==> config.mk <==
export PLATFORM = sky130hd
export DESIGN_NAME = button_event_decoder
export DESIGN_NICKNAME = d
export VERILOG_FILES = /design/src/rtl/button_event_decoder.sv
export SDC_FILE = /design/constraint.sdc
export NUM_CORES = 1
export LEC_CHECK = 0
export BUFFER_PORTS_ARGS = -buffer_cell sky130_fd_sc_hd__buf_2
export CAP_MARGIN = 20
export CORE_ASPECT_RATIO = 2
export CORE_UTILIZATION = 35
export DETAILED_ROUTE_END_ITERATION = 8
export GPL_TIMING_DRIVEN = 0
export PLACE_DENSITY_LB_ADDON = 0.3
export SLEW_MARGIN = 5
export SYNTH_ARGS = -nofsm -noshare
export SYNTH_HDL_FRONTEND = slang
export SYNTH_SLANG_ARGS = --single-unit
==> constraint.sdc <==
create_clock -name i_clk -period 3.25 [get_ports i_clk]
set_clock_uncertainty 0.15 [all_clocks]
set_input_delay 0.325 -clock i_clk [delete_from_list [all_inputs] [get_ports i_clk]]
set_output_delay 0.325 -clock i_clk [all_outputs]
set_load 0.005 [all_outputs]
==> src/rtl/button_event_decoder.sv <==
// Button event decoder: turns a clean button level into registered
// one-cycle press/short/long/repeat/step/release pulses plus a held level.
module button_event_decoder #(
  parameter int unsigned LONG_TICKS   = 1000,
  parameter int unsigned REPEAT_TICKS = 200,
  parameter bit          REPEAT_EN    = 1'b1,
  parameter int unsigned CNT_W        = 16
) (
  input  logic i_clk,
  input  logic i_rst,
  input  logic i_level,
  input  logic i_tick,
  output logic o_held,
  output logic o_press,
  output logic o_short,
  output logic o_long,
  output logic o_repeat,
  output logic o_step,
  output logic o_release
);

  typedef enum logic [1:0] {
    IDLE,
    PRESSED,
    LONG_HELD
  } state_e;

  localparam logic [CNT_W-1:0] LONG_LAST = CNT_W'(LONG_TICKS - 1);
  localparam logic [CNT_W-1:0] REP_LAST  = CNT_W'(REPEAT_TICKS - 1);

  state_e           state_q, state_d;
  logic [CNT_W-1:0] cnt_q, cnt_d;
  logic             held_q, held_d;
  logic             press_q, press_d;
  logic             short_q, short_d;
  logic             long_q, long_d;
  logic             rep_q, rep_d;
  logic             step_q, step_d;
  logic             rel_q, rel_d;

  always_ff @(posedge i_clk or posedge i_rst) begin
    if (i_rst) begin
      state_q <= IDLE;
      cnt_q   <= '0;
      held_q  <= 1'b0;
      press_q <= 1'b0;
      short_q <= 1'b0;
      long_q  <= 1'b0;
      rep_q   <= 1'b0;
      step_q  <= 1'b0;
      rel_q   <= 1'b0;
    end else begin
      state_q <= state_d;
      cnt_q   <= cnt_d;
      held_q  <= held_d;
      press_q <= press_d;
      short_q <= short_d;
      long_q  <= long_d;
      rep_q   <= rep_d;
      step_q  <= step_d;
      rel_q   <= rel_d;
    end
  end

  always_comb begin
    state_d = state_q;
    cnt_d   = cnt_q;
    press_d = 1'b0;
    short_d = 1'b0;
    long_d  = 1'b0;
    rep_d   = 1'b0;
    step_d  = 1'b0;
    rel_d   = 1'b0;
    unique case (state_q)
      IDLE: begin
        if (i_level) begin
          state_d = PRESSED;
          cnt_d   = '0;
          press_d = 1'b1;
          step_d  = 1'b1;
        end
      end
      PRESSED: begin
        // Release beats a coincident tick.
        if (!i_level) begin
          state_d = IDLE;
          cnt_d   = '0;
          short_d = 1'b1;
          rel_d   = 1'b1;
        end else if (i_tick && cnt_q == LONG_LAST) begin
          state_d = LONG_HELD;
          cnt_d   = '0;
          long_d  = 1'b1;
        end else if (i_tick) begin
          cnt_d = cnt_q + CNT_W'(1);
        end
      end
      LONG_HELD: begin
        if (!i_level) begin
          state_d = IDLE;
          cnt_d   = '0;
          rel_d   = 1'b1;
        end else if (i_tick && cnt_q == REP_LAST) begin
          cnt_d  = '0;
          rep_d  = REPEAT_EN;
          step_d = REPEAT_EN;
        end else if (i_tick) begin
          cnt_d = cnt_q + CNT_W'(1);
        end
      end
      default: begin
        state_d = IDLE;
        cnt_d   = '0;
      end
    endcase
    held_d = (state_d != IDLE);
  end

  assign o_held    = held_q;
  assign o_press   = press_q;
  assign o_short   = short_q;
  assign o_long    = long_q;
  assign o_repeat  = rep_q;
  assign o_step    = step_q;
  assign o_release = rel_q;

endmodule
# ---- Word level (Yosys, flattened, before mapping)
# Index checks and enable logic that the tools add are counted.
dict set report word_totals {
  inputBits 4
  register_bits 25
  output_inout_bits 7
  word_cells 44
}
dict set report op_classes {
  add_sub_neg 1
  eq_ne 5
  n_reduce_logical 5
  n_mux 24
}
# operator count
set op_table {}
lappend op_table {{16-bit 2-to-1 mux} 6}
lappend op_table {{16-bit case mux with 3 select lines} 1}
lappend op_table {{16-bit by 1-bit adder with 16-bit output, second input constant} 1}
lappend op_table {{16-bit by 10-bit equality test with 1-bit output, second input constant} 1}
lappend op_table {{16-bit by 8-bit equality test with 1-bit output, second input constant} 1}
lappend op_table {{1-bit 2-to-1 mux} 11}
lappend op_table {{2-bit 2-to-1 mux} 4}
lappend op_table {{2-bit case mux with 3 select lines} 1}
lappend op_table {{2-bit by 1-bit equality test with 1-bit output, second input constant} 1}
lappend op_table {{2-bit equality test, second input constant} 1}
lappend op_table {{1-bit logical AND} 2}
lappend op_table {{2-bit zero test} 1}
lappend op_table {{2-bit != test, second input constant} 1}
lappend op_table {{1-bit case mux with 2 select lines} 1}
lappend op_table {{2-bit nonzero test} 1}
lappend op_table {{2-bit OR reduction} 1}

# ---- Logic depth before layout (Yosys ltp)
# Gate-level depths: netlist (run 1).
dict set report depth {
  word_depth 6
  mapped_depth 7
  mapped_depth_nobuf 6
}

# ---- Least setup slack after synthesis (run 1)
# No wires, ideal clock.
dict set report synth_timing {
  path_kind {register -> register}
  from {register cnt_q[3]}
  to {register cnt_q[1]}
  stages_incl_launch_ff 7
  setup_ns 0.120
  arrival_ns 1.860
  path_buffers 1
  slack_ns 1.120
  synth_period_minus_slack_ns 2.130
  t_required_ns 2.980
  cell_sequence {dfrtp_1 or4b_4 nor4_4 a21oi_2 buf_2 o22ai_1 nand2_1}
}
dict set report synth_via {
  elab_chain_cells 5
  word_cells_on_any_way 9
}
# element line_no
set synth_lines {}
lappend synth_lines {{from (decl)} 32} ;# logic [CNT_W-1:0] cnt_q, cnt_d;
lappend synth_lines {{from (signal assigned)} 54} ;# cnt_q <= cnt_d;
lappend synth_lines {{16-bit by 8-bit equality test with 1-bit output / 16-bit by 10-bit equality test with 1-bit output (equally long branches)} {103, 90}}
lappend synth_lines {{1-bit logical AND, on equally long branches} {103, 90}}
lappend synth_lines {{16-bit 2-to-1 mux, on equally long branches} {103, 90}}
lappend synth_lines {{16-bit 2-to-1 mux, on equally long branches} {99, 85}}
lappend synth_lines {{16-bit case mux with 3 select lines (*)} 74} ;# unique case (state_q)
# Mark *: on every way between the ends. The rest lies on a longest branch, timed or not.
# A chain may end at the register's enable or synchronous reset.

# ---- Worst setup path in the final report (run 1)
dict set report layout_timing {
  from {register cnt_q[3]}
  to {register cnt_q[4]}
}
dict set report layout_via {
  elab_chain_cells 5
  word_cells_on_any_way 11
}
# element line_no
set layout_lines {}
lappend layout_lines {{16-bit by 1-bit adder with 16-bit output, or another cell as far along} {95, 108}}
lappend layout_lines {{16-bit 2-to-1 mux, or another cell as far along} {94, 107}}
lappend layout_lines {{16-bit 2-to-1 mux, on equally long branches} {103, 90}}
lappend layout_lines {{16-bit 2-to-1 mux, on equally long branches} {99, 85}}
lappend layout_lines {{16-bit case mux with 3 select lines (*)} 74}
# Marks and branches as above.

==> metrics.log, run 1 <==
[metrics] number of inserted filler cells in the final layout: 418
[metrics] starting density of the core: 36.9%
[metrics] Worst IR Drop VDD: 0.179 mV
[metrics] number of diodes added for antenna fixing: 0
[metrics] worst-skew pair later-pin latency: 0.28 ns
[metrics] drt pass-1 iters: 4
[metrics] wire length of the first global-routing pass: around 5400 µm
[metrics] Synth Flop Type: sky130_fd_sc_hd__dfrtp_1
[metrics] result of the run: finished, final reports clean
[metrics] final critical-path share of the clock period: 73.1%
[metrics] drt initial violations: 25
[metrics] CTS Root Buffer Type: sky130_fd_sc_hd__clkbuf_8
[metrics] Worst slew margin: 38.9%
[metrics] # setup viols final: 0
[metrics] Total Routing Usage GR: 17.2%
[metrics] Layout Area Growth over Synthesis: 13.5%
[metrics] pin count of the biggest net entering global routing: 26
[metrics] most common library cell in the layout ignoring fill and taps: sky130_fd_sc_hd__nand2_1
[metrics] fraction of layout instances using a drive strength above 1: between 10 and 15%
[metrics] WP data required: 3.25 ns
[metrics] actual slew at the worst max-slew pin: 0.908 ns
[metrics] RSZ-0062 raised after global routing: false
[metrics] antenna violation net count after detailed routing: 0
[metrics] synthesized area per cell: 8.73 µm²
[metrics] H-tree depth: 1
[metrics] fraction of synthesis flops using an asynchronous set or reset pin: between 90% and 100%
[metrics] FF/Latch Area: 626 µm²
[metrics] count of different cell masters after synthesis: 35
[metrics] cells resized by post-CTS repair: 0
[metrics] Post-synth EDFFs: 0
[metrics] Fin. Hold Viols: 0
[metrics] cell area after layout: between 0.0015 and 0.002 mm²
[metrics] height of the die: 93.0 µm
[metrics] instance count of the mapped netlist: roughly 170
[metrics] most congested layer reported by global routing: met2
[metrics] cell-by-cell trace of the critical path: or4b_4 > nor4_4 > a21oi_2 > nor2_1 > o211ai_1
[metrics] wire per inst: 13.9 µm
[metrics] time the worst path needs with I/O delays and setup: between 2 and 2.5 ns
[metrics] initial antenna violation count: 0
[metrics] Boundary Pins: 11
[metrics] number of max-capacitance violations reported: 0
[metrics] Critical Path Max Stage Delay: 0.58 ns
[metrics] Hold Slack: 0.253 ns
[metrics] leakage component of the power: 0.000743 µW
[metrics] placeable core area: roughly 0.0039 mm²
[metrics] routing usage on met1: ~17%
[metrics] Worst Setup Start Kind: register
[metrics] total power draw: 705 µW
[metrics] number of vias per cell: 5.33
[metrics] clock buffer count from CTS: 3
[metrics] kind of capture point of the worst setup path: register
[metrics] category of the most critical setup path: register to register
[metrics] clock sink count: 25
[metrics] family with the most delay on the worst path: simple AND/OR/NAND/NOR gates
[metrics] post-CTS clock slew at the launch and capture registers of the worst setup and hold paths: 0.09 ns
[metrics] count of state elements after synthesis: 25
[metrics] I/O Buffers: 9
[metrics] hold-fix buffer count after cts: 0
[metrics] Remaining Overflow, GRT: 0
[metrics] cell area after synthesis: around 0.0014 mm²
[metrics] share of the core filled with cells: 41.9%
[metrics] number of buffers and inverters on the critical path: 0
[metrics] number of synthesis warnings: 0
[metrics] number of standard-cell rows in the floorplan: 32
[metrics] Worst path slowest cell: sky130_fd_sc_hd__or4b_4
[metrics] aggregate negative setup slack: 0 ns
[metrics] Power per Cell Area: 429 mW/mm²
[metrics] commonest non-fill, non-tap cells in the layout: sky130_fd_sc_hd__nand2_1, sky130_fd_sc_hd__dfrtp_1, sky130_fd_sc_hd__buf_2, sky130_fd_sc_hd__o22ai_1
[metrics] Max Clock Freq: 421 MHz
[metrics] classification of the worst-slack hold path: input pin to register
[metrics] portion of the post-synthesis area used by sequential elements: 43.2%
[metrics] total cell area at the placement stage: 0.00156 mm²
[metrics] final-stage net count: 191
[metrics] HPWL after detailed placement: roughly 2500 µm
[metrics] TritonCTS clock tree: done
[metrics] Final Wtd Congestion: 0.774
[metrics] buffers from clock root to sink, at most: 2
[metrics] horizontal die dimension: 47.5 µm
[metrics] multi-input logic area: 758 µm²
[metrics] DRC violations left: 0
[metrics] number of global-route vias before repair: around 1200
[metrics] Worst Path Max Fanout: 8
[metrics] total number of vias: approximately 1200
[metrics] synthesized netlist net count: 175
[metrics] Routed WL: 3220 µm
[metrics] Max Slew Vio Count: 0
[metrics] count of buffers added by post-CTS timing repair for setup: 0
[metrics] Total Die Area: 0.00442 mm²
[metrics] met2 Usage GRT: 31.7%
[metrics] met3 layer usage reported by global route: 2.32%
[metrics] data arrival time of the critical path: ~2.4 ns
==> where the power goes <==
group          internal [µW]  leakage (µW)  switching, µW
combinational           64.6      0.000380           99.8
clock                   87.1     0.0000217            103
sequential               338      0.000341           13.2
==> sequential cells by signal, summed over array words and instances (netlist names) <==
name       cells
cnt_q         16
o_step         1
o_long         1
o_press        1
state_q        2
o_repeat       1
o_held         1
o_release      1
o_short        1
==> Yosys cell counts (all sizes together), types with 2 or more instances <==
library cell / instances / share of area, %
nor4: 4 / 2.8
clkbuf: 5 / 1.3
a21boi: 2 / 1.0
and4: 3 / 1.8
nor2: 8 / 2.1
nand4: 4 / 1.7
ha: 5 / 4.3
nor3: 4 / 1.4
nand2: 33 / 8.5
a31oi: 3 / 1.3
buf: 2 / 1.1
nand3: 7 / 2.4
xor2: 2 / 1.2
a21oi: 5 / 2.2
o2111ai: 2 / 1.2
and2: 6 / 2.6
o21ai: 6 / 2.1
o22ai: 9 / 3.9
dfrtp: 25 / 43
inv: 8 / 2.1
and3: 4 / 1.7
o211ai: 3 / 1.6
nor2b: 8 / 3.5
==> worst paths after layout <==
check	slack [ns]	startpoint	cells after the start	to
max	0.88	cnt_q[3]	5	cnt_q[4]
max reg2reg	0.88	cnt_q[3]	5	cnt_q[4]
min in group asynchronous	0.39	i_rst	3	cnt_q[7]
min reg2reg	0.36	cnt_q[12]	2	cnt_q[12]
min	0.25	i_level	2	o_short
max in group asynchronous	2.15	i_rst	4	cnt_q[15]
==> stage by stage <==
stage / worst slack (ns) / cells
floorplan: 1.12 / 166
global placement: 0.940 / 226
detailed placement: 0.888 / 226
CTS: 0.866 / 230
global route: 0.745 / 232
finish: 0.876 / 232
==> routing by layer <==
layer | vias up | part of all wire (%) | wire (µm)
li1 | 616 | - | -
met1 | 594 | 37 | 1180
met2 | 19 | 58 | 1870
met3 | 7 | 1.9 | 61
met4 | 0 | 3.2 | 103
met5 | - | 0 | 0
==> kinds of logic after synthesis <==
kind of cell             share of synthesized area (%)
AO/OA/AOI/OAI                                     14.4
XOR/XNOR                                          1.81
adder cells (fa/ha/maj)                           5.01
buffers and inverters                             4.49
flip-flops                                        43.2
AND/OR/NAND/NOR                                   31.1
==> layout make-up <==
class                           count  share of cell area [%]
Buffer                              7                    2.13
Clock buffer                        3                    2.51
Clock inverter                      1                   0.457
Inverter                            8                    1.83
Multi-Input combinational cell    126                    46.1
Sequential cell                    25                    38.1
Tap cell                           51                    3.88
Timing Repair Buffer               11                    5.02
==> worst reg2reg max path, delay by kind of cell (launching register included) <==
| kind | cells | cell delay, ns |
|---|---|---|
| AO/OA/AOI/OAI | 2 | 0.35 |
| flip-flops | 1 | 0.46 |
| AND/OR/NAND/NOR | 3 | 1.29 |
(Power assumes the default switching activity.)
==> inputs of run 2 (changes only) <==
--- a/config.mk
+++ b/config.mk
@@ -5,6 +5,7 @@
 export SDC_FILE = /design/constraint.sdc
 export NUM_CORES = 1
 export LEC_CHECK = 0
+export ABC_AREA = 1
 export BUFFER_PORTS_ARGS = -buffer_cell sky130_fd_sc_hd__buf_2
 export CAP_MARGIN = 20
 export CORE_ASPECT_RATIO = 2
==> constraint.sdc (replaced) <==
create_clock -name i_clk -period 2.1 [get_ports i_clk]
set_clock_uncertainty 0.15 [all_clocks]
set_input_delay 0.21 -clock i_clk [delete_from_list [all_inputs] [get_ports i_clk]]
set_output_delay 0.21 -clock i_clk [all_outputs]
set_load 0.005 [all_outputs]
==> run 2 against run 1 <==
  * First-iteration DRC count increased by 12%
  * Total power increased by 71%
  * Combinational power increased by 120%
  * Clock power increased by 54%
  * Final cell count increased by 22%
  * Hold slack got worse by 0.18 ns
  * Non-clock buffer count decreased by 2
  * Area after synthesis increased by 11%
  * Setup slack got worse by 0.65 ns
  * Maximum frequency increased by 27%
  * Count of clock-buffer cells in the layout increased by 1
  * Largest power group unchanged
==> metrics.log, run 2 <==
[metrics] Synth area leaders: sky130_fd_sc_hd__dfrtp_1, sky130_fd_sc_hd__nand2_1, sky130_fd_sc_hd__inv_1
[metrics] Boundary Pins: 11
[metrics] Critical Path Max Stage Delay: 0.43 ns
[metrics] number of max-capacitance violations reported: 0
[metrics] starting density of the core: between 30% and 40%
[metrics] category of the most critical setup path: register to register
[metrics] Final Wtd Congestion: 0.900
[metrics] clock buffer count from CTS: 3
[metrics] Worst IR Drop VDD: 0.534 mV
[metrics] fraction of synthesis flops using an asynchronous set or reset pin: 100%
[metrics] instance count of the mapped netlist: 214
[metrics] Hold Path Stages: 2
[metrics] Worst path slowest cell: sky130_fd_sc_hd__dfrtp_1
[metrics] classification of the worst-slack hold path: input pin to register
[metrics] Remaining Overflow, GRT: 0
[metrics] final critical-path share of the clock period: a little under 90%
[metrics] cell-by-cell trace of the critical path: ha_1 > nand3_1 > nor2_1 > nand4_1 > xor2_1 > o21ai_1
[metrics] antenna violation net count after detailed routing: 0
[metrics] count of state elements after synthesis: 25
[metrics] depth of the most critical reg-to-reg path: 6
[metrics] commonest non-fill, non-tap cells in the layout: sky130_fd_sc_hd__nand2_1, sky130_fd_sc_hd__inv_1, sky130_fd_sc_hd__dfrtp_1, sky130_fd_sc_hd__nor2_1, sky130_fd_sc_hd__nand3_1
[metrics] worst setup path start: cnt_q[0]
[metrics] start point of the worst hold path: i_level
[metrics] clock sink count: 25
[metrics] Fin. Hold Viols: 0
[metrics] CTS Root Buffer Type: sky130_fd_sc_hd__clkbuf_8
[metrics] WP data required: 2.15 ns
[metrics] DRC violations left: 0
[metrics] Worst slew margin: between 70% and 80%
[metrics] Routed WL: roughly 3800 µm
[metrics] Total Die Area: 0.00489 mm²
[metrics] post-CTS clock slew at the launch and capture registers of the worst setup and hold paths: 0.09 ns
[metrics] number of diodes added for antenna fixing: 0
[metrics] placeable core area: 0.00438 mm²
[metrics] most flop-heavy register: cnt_q
[metrics] count of different cell masters after synthesis: 31
[metrics] number of vias per cell: 4.96
[metrics] time the worst path needs with I/O delays and setup: 1.87 ns
[metrics] Post-synth EDFFs: 0
[metrics] cell types with the highest counts after synthesis: sky130_fd_sc_hd__nand2_1, sky130_fd_sc_hd__inv_1, sky130_fd_sc_hd__dfrtp_1
[metrics] Max Slew Vio Count: 0
[metrics] Worst Setup Start Kind: register
[metrics] H-tree depth: 1
[metrics] I/O Buffers: 9
[metrics] leakage component of the power: about 0.00091 µW
[metrics] portion of the post-synthesis area used by sequential elements: 38.9%
[metrics] number of global-route vias before repair: around 1500
[metrics] number of inserted filler cells in the final layout: about 480
[metrics] TritonCTS clock tree: done
[metrics] family with the most delay on the worst path: simple AND/OR/NAND/NOR gates
[metrics] Power per Cell Area: 670 mW/mm²
[metrics] most common library cell in the layout ignoring fill and taps: sky130_fd_sc_hd__nand2_1
[metrics] aggregate negative setup slack: 0 ns
[metrics] final-stage net count: roughly 240
[metrics] Max Clock Freq: 534 MHz
[metrics] fraction of post-synthesis cell area in the top cell type by area: 38.9%
[metrics] share of the core filled with cells: 41.2%
[metrics] cell type contributing the most total cell area after synthesis: sky130_fd_sc_hd__dfrtp_1
[metrics] result of the run: finished, final reports clean
[metrics] wire per inst: around 13 µm
[metrics] Layout Area Growth over Synthesis: 12.1%
[metrics] Synth Flop Type: sky130_fd_sc_hd__dfrtp_1
[metrics] endpoint of the worst hold path: o_short
[metrics] worst-skew pair later-pin latency: ~0.27 ns
[metrics] wire length of the first global-routing pass: ~6500 µm
[metrics] worst flop-to-flop path endpoint: cnt_q[10]
[metrics] kind of capture point of the worst setup path: register
[metrics] buffers from clock root to sink, at most: 2
[metrics] number of standard-cell rows in the floorplan: 34
[metrics] total number of vias: roughly 1400
[metrics] synthesized area per cell: 7.52 µm²
[metrics] number of synthesis warnings: 0
[metrics] reg-to-reg setup timing slack: 0.23 ns
[metrics] HPWL after detailed placement: 2980 µm
[metrics] number of buffers and inverters on the critical path: 0
[metrics] pin count of the biggest net entering global routing: 26
[metrics] Worst Path Max Fanout: 5
[metrics] worst reg2reg startpoint: cnt_q[0]
[metrics] cell area after synthesis: 0.00161 mm²
[metrics] flip-flop count of the largest register after layout: 16
[metrics] height of the die: 97.9 µm
[metrics] most frequently used cell type in the post-synthesis netlist: sky130_fd_sc_hd__nand2_1
[metrics] initial antenna violation count: 0
[metrics] fraction of layout instances using a drive strength above 1: 15.3%
[metrics] leading registers by flop count: cnt_q: 16 flops, state_q: 2 flops
[metrics] horizontal die dimension: 49.9 µm
[metrics] data arrival time of the critical path: about 1.9 ns
[metrics] count of buffers added by post-CTS timing repair for setup: 0
[metrics] Total Routing Usage GR: 17.5%
[metrics] drt initial violations: 28
[metrics] synthesized netlist net count: 223
[metrics] RSZ-0062 raised after global routing: false
[metrics] actual slew at the worst max-slew pin: ~0.44 ns
[metrics] # setup viols final: 0
[metrics] drt pass-1 iters: 4
[run 2: cell count changes after synthesis, sizes merged, moves of 6 or more]
cell / change
and2: -6
inv: +23
nand2: +33
nand3: +9
nor2: +15
nor2b: -8
o21ai: +7
o22ai: -9
[run 2: timing repair]
| item | in CTS | in global routing |
|---|---|---|
| gates resized for setup | 0 | 0 |
| setup endpoints to repair | 0 | 0 |
| endpoints found under the hold margin | 0 | 8 |
| hold buffers | 0 | 1 |
[run 2: worst max path at each step]
stage	depth (start not counted)	to	slack [ns]
floorplan	10	cnt_q[14]	0.50
global placement	6	cnt_q[10]	0.25
detailed placement	6	cnt_q[10]	0.25
CTS	6	cnt_q[10]	0.22
global route	6	cnt_q[10]	0.1
finish	6	cnt_q[10]	0.23
[run 2: layout make-up]
type                            instances  area, µm²  share of cell area, %
Buffer                                  5       40.0                   2.22
Clock buffer                            4       45.0                   2.50
Inverter                               32        123                   6.80
Sequential cell                        25        626                   34.7
Multi-Input combinational cell        152        821                   45.5
Timing Repair Buffer                   11       82.6                   4.58
Tap cell                               54       67.6                   3.74
[run 2: cells by family (layout without fill, tap and decap cells)]
| group | after synthesis | count (layout) | share of synthesized area [%] |
|---|---|---|---|
| buf+inv | 37 | 52 | 10.1 |
| fa+ha+maj | 5 | 5 | 3.89 |
| compound gates | 18 | 18 | 5.75 |
| simple gates | 120 | 120 | 36.4 |
| xor+xnor | 8 | 8 | 4.35 |
| mux | 1 | 1 | 0.622 |
| flops | 25 | 25 | 38.9 |
[run 2: metrics by stage]
step           cells  power, µW  cell area [µm²]  setup WS (ns)  hold slack [ns]
4_1_cts          281       1220             1770          0.224           0.0550
6_report         283       1210             1800          0.229           0.0708
2_1_floorplan    214        817             1610          0.501           0.0873
3_3_place_gp     277        925             1720          0.255            0.339
3_5_place_dp     277        928             1720          0.252            0.360
5_1_grt          283       1290             1800         0.0983           0.0841
[run 2: layer usage]
metal  track usage (%)  part of all wire, %
met5                 0                    0
met4              8.57                  3.6
met3              1.09                  1.7
met2              34.7                   60
met1              17.1                   35
[run 2: power breakdown]
group	leakage, µW	switching [µW]	internal, µW
Combinational	0.000542	230	125
Sequential	0.000340	32.6	529
Clock	0.0000228	156	136
Total	0.000905	419	790
==> inputs of run 3 (changes only) <==
--- a/config.mk
+++ b/config.mk
@@ -6,11 +6,11 @@
 export NUM_CORES = 1
 export LEC_CHECK = 0
 export ABC_AREA = 1
-export BUFFER_PORTS_ARGS = -buffer_cell sky130_fd_sc_hd__buf_2
 export CAP_MARGIN = 20
 export CORE_ASPECT_RATIO = 2
 export CORE_UTILIZATION = 35
 export DETAILED_ROUTE_END_ITERATION = 8
+export DONT_BUFFER_PORTS = 1
 export GPL_TIMING_DRIVEN = 0
 export PLACE_DENSITY_LB_ADDON = 0.3
 export SLEW_MARGIN = 5
==> constraint.sdc (replaced) <==
create_clock -name i_clk -period 2.1 [get_ports i_clk]
set_clock_uncertainty 0.15 [all_clocks]
set_input_delay 0.21 -clock i_clk [delete_from_list [all_inputs] [get_ports i_clk]]
set_output_delay 0.21 -clock i_clk [all_outputs]
set_load 0.05 [all_outputs]
==> run 3 against run 2 <==
  * Total power rose by 6.8%
  * Via count down 4.1%
  * Clock power hardly changed
  * Sequential cell count is the same
==> metrics.log, run 3 (synthesis gave the netlist of run 2 again) <==
[metrics] horizontal die dimension: 49.9 µm
[metrics] flip-flop count of the largest register after layout: 16
[metrics] final critical-path share of the clock period: 88.2%
[metrics] Max Slew Vio Count: 0
[metrics] Remaining Overflow, GRT: 0
[metrics] switching pwr: ~520 µW
[metrics] kind of capture point of the worst setup path: register
[metrics] drt initial violations: 15
[metrics] Total Routing Usage GR: 17.8%
[metrics] pin count of the biggest net entering global routing: 26
[metrics] commonest non-fill, non-tap cells in the layout: sky130_fd_sc_hd__nand2_1, sky130_fd_sc_hd__inv_1, sky130_fd_sc_hd__dfrtp_1, sky130_fd_sc_hd__nor2_1, sky130_fd_sc_hd__nand3_1
[metrics] multi-input logic area: 821 µm²
[metrics] Total Die Area: 0.00489 mm²
[metrics] antenna violation net count after detailed routing: 0
[metrics] fraction of layout instances using a drive strength above 1: 11.8%
[metrics] result of the run: finished, final reports clean
[metrics] RSZ-0062 raised after global routing: false
[metrics] data arrival time of the critical path: approximately 1.9 ns
[metrics] aggregate negative setup slack: 0 ns
[metrics] HPWL after detailed placement: 2950 µm
[metrics] Layout Area Growth over Synthesis: 9.33%
[metrics] I/O Buffers: 0
[metrics] wire length of the first global-routing pass: 6560 µm
[metrics] drt pass-1 iters: 4
[metrics] number of global-route vias before repair: 1452
[metrics] most flop-heavy register: cnt_q
[metrics] most common library cell in the layout ignoring fill and taps: sky130_fd_sc_hd__nand2_1
[metrics] post-CTS clock slew at the launch and capture registers of the worst setup and hold paths: 0.09 ns
[metrics] Max Clock Freq: between 500 and 600 MHz
[metrics] worst setup path start: cnt_q[0]
[metrics] Worst IR Drop VDD: about 0.51 mV
[metrics] number of vias per cell: 4.91
[metrics] clock sink count: 25
[metrics] crit path capture: cnt_q[6]
[metrics] Fin. Hold Viols: 0
[metrics] FF/Latch Area: 626 µm²
[metrics] leakage component of the power: 0.000863 µW
[metrics] start point of the worst hold path: i_level
[metrics] worst setup slack after layout: 0.248 ns
[metrics] number of standard-cell rows in the floorplan: 34
[metrics] post-place setup slack: 0.258 ns
[metrics] worst reg2reg startpoint: cnt_q[0]
[metrics] sequential group share of total power: about 53%
[metrics] initial antenna violation count: 0
[metrics] total number of vias: roughly 1300
[metrics] Power per Cell Area: 734 mW/mm²
[metrics] worst-skew pair later-pin latency: 0.27 ns
[metrics] CTS Root Buffer Type: sky130_fd_sc_hd__clkbuf_8
[metrics] classification of the worst-slack hold path: input pin to register
[metrics] reg-to-reg setup timing slack: 0.25 ns
[metrics] leading registers by flop count: cnt_q: 16 flops, state_q: 2 flops
[metrics] count of buffers added by post-CTS timing repair for setup: 0
[metrics] buffers from clock root to sink, at most: 2
[metrics] height of the die: 97.9 µm
[metrics] clock power share: between 20% and 30%
[metrics] number of inserted filler cells in the final layout: 471
[metrics] TritonCTS clock tree: done
[metrics] Routed WL: 3720 µm
[metrics] Worst Path Max Fanout: 10
[metrics] DRC violations left: 0
[metrics] Worst Setup Start Kind: register
[metrics] number of diodes added for antenna fixing: 0
[metrics] switch share: 40.5%
[metrics] placeable core area: 0.00438 mm²
[metrics] # setup viols final: 0
[metrics] H-tree depth: 1
[metrics] actual slew at the worst max-slew pin: 0.471 ns
[metrics] Final Wtd Congestion: 0.928
[metrics] WP data required: 2.12 ns
[metrics] proportion of power drawn by combinational gates: 24.9%
[metrics] Worst slew margin: 68.6%
[metrics] time the worst path needs with I/O delays and setup: 1.85 ns
[metrics] final-stage net count: 230
[metrics] depth of the most critical reg-to-reg path: 10
[metrics] worst flop-to-flop path endpoint: cnt_q[6]
[metrics] Boundary Pins: 11
[metrics] cell internal pwr: slightly below 800 µW
[metrics] clock buffer count from CTS: 3
[metrics] starting density of the core: 36.7%
[metrics] category of the most critical setup path: register to register
[metrics] number of max-capacitance violations reported: 0
[metrics] wire per inst: roughly 14 µm
==> run 3: critical path: stages, from the launching register on <==
cell and delay (ns):
sky130_fd_sc_hd__dfrtp_1 0.44, sky130_fd_sc_hd__ha_1 0.28, sky130_fd_sc_hd__nand3_2 0.10, sky130_fd_sc_hd__nor2_2 0.15, sky130_fd_sc_hd__nand3_1 0.15, sky130_fd_sc_hd__nand2_2 0.12
sky130_fd_sc_hd__nand2_4 0.08, sky130_fd_sc_hd__nand2_8 0.10, sky130_fd_sc_hd__inv_4 0.05, sky130_fd_sc_hd__nand2_1 0.07, sky130_fd_sc_hd__nand2_1 0.05
==> run 3: what timing repair did <==
action	CTS	global route
resized for setup	0	0
hold buffers	1	0
hold endpoints to repair	25	0
==> run 3: worst min path at each step <==
stage / endpoint / depth (start not counted) / slack [ns]
floorplan: cnt_q[0] / 1 / 0.09
global placement: o_long / 1 / 0.24
detailed placement: o_long / 1 / 0.24
CTS: o_short / 2 / 0.07
global route: o_short / 2 / 0.08
finish: o_short / 2 / 0.07
==> run 3: area by class of cell <==
| class | instances | share of cell area [%] |
|---|---|---|
| timing repair buffer | 2 | 2.13 |
| tap | 54 | 3.84 |
| inverter | 32 | 6.97 |
| sequential | 25 | 35.6 |
| buffer | 5 | 2.28 |
| multi-input combinational | 152 | 46.7 |
| clock buffer | 4 | 2.56 |
==> run 3: stage by stage <==
stage / util [%] / area [µm²] / std cells / total power (µW) / hold slack [ns]
final: 40.1 / 1760 / 274 / 1290 / 0.0715
after global routing: 40.1 / 1760 / 274 / 1370 / 0.0846
after detailed placement: 38.3 / 1680 / 268 / 1010 / 0.242
after floorplan: - / 1610 / 214 / 926 / 0.0873
after global placement: 38.3 / 1680 / 268 / 1000 / 0.239
after CTS: 39.5 / 1730 / 273 / 1300 / 0.0730
==> run 3: power by group through the flow <==
stage / registers, µW / clock network [µW] / logic (µW)
finish: 680 / 290 / 322
global route: 685 / 318 / 369
CTS: 681 / 299 / 323
detailed placement: 689 / 0 / 321
global placement: 688 / 0 / 316
floorplan: 679 / 0 / 247
==> run 3: routing by layer <==
metal,global-route usage [%],up-vias,share of wire [%]
li1,-,687,-
met1,17.5,630,36
met2,34.1,17,58
met3,1.56,12,1.4
met4,10.5,0,4.6
met5,0,-,0
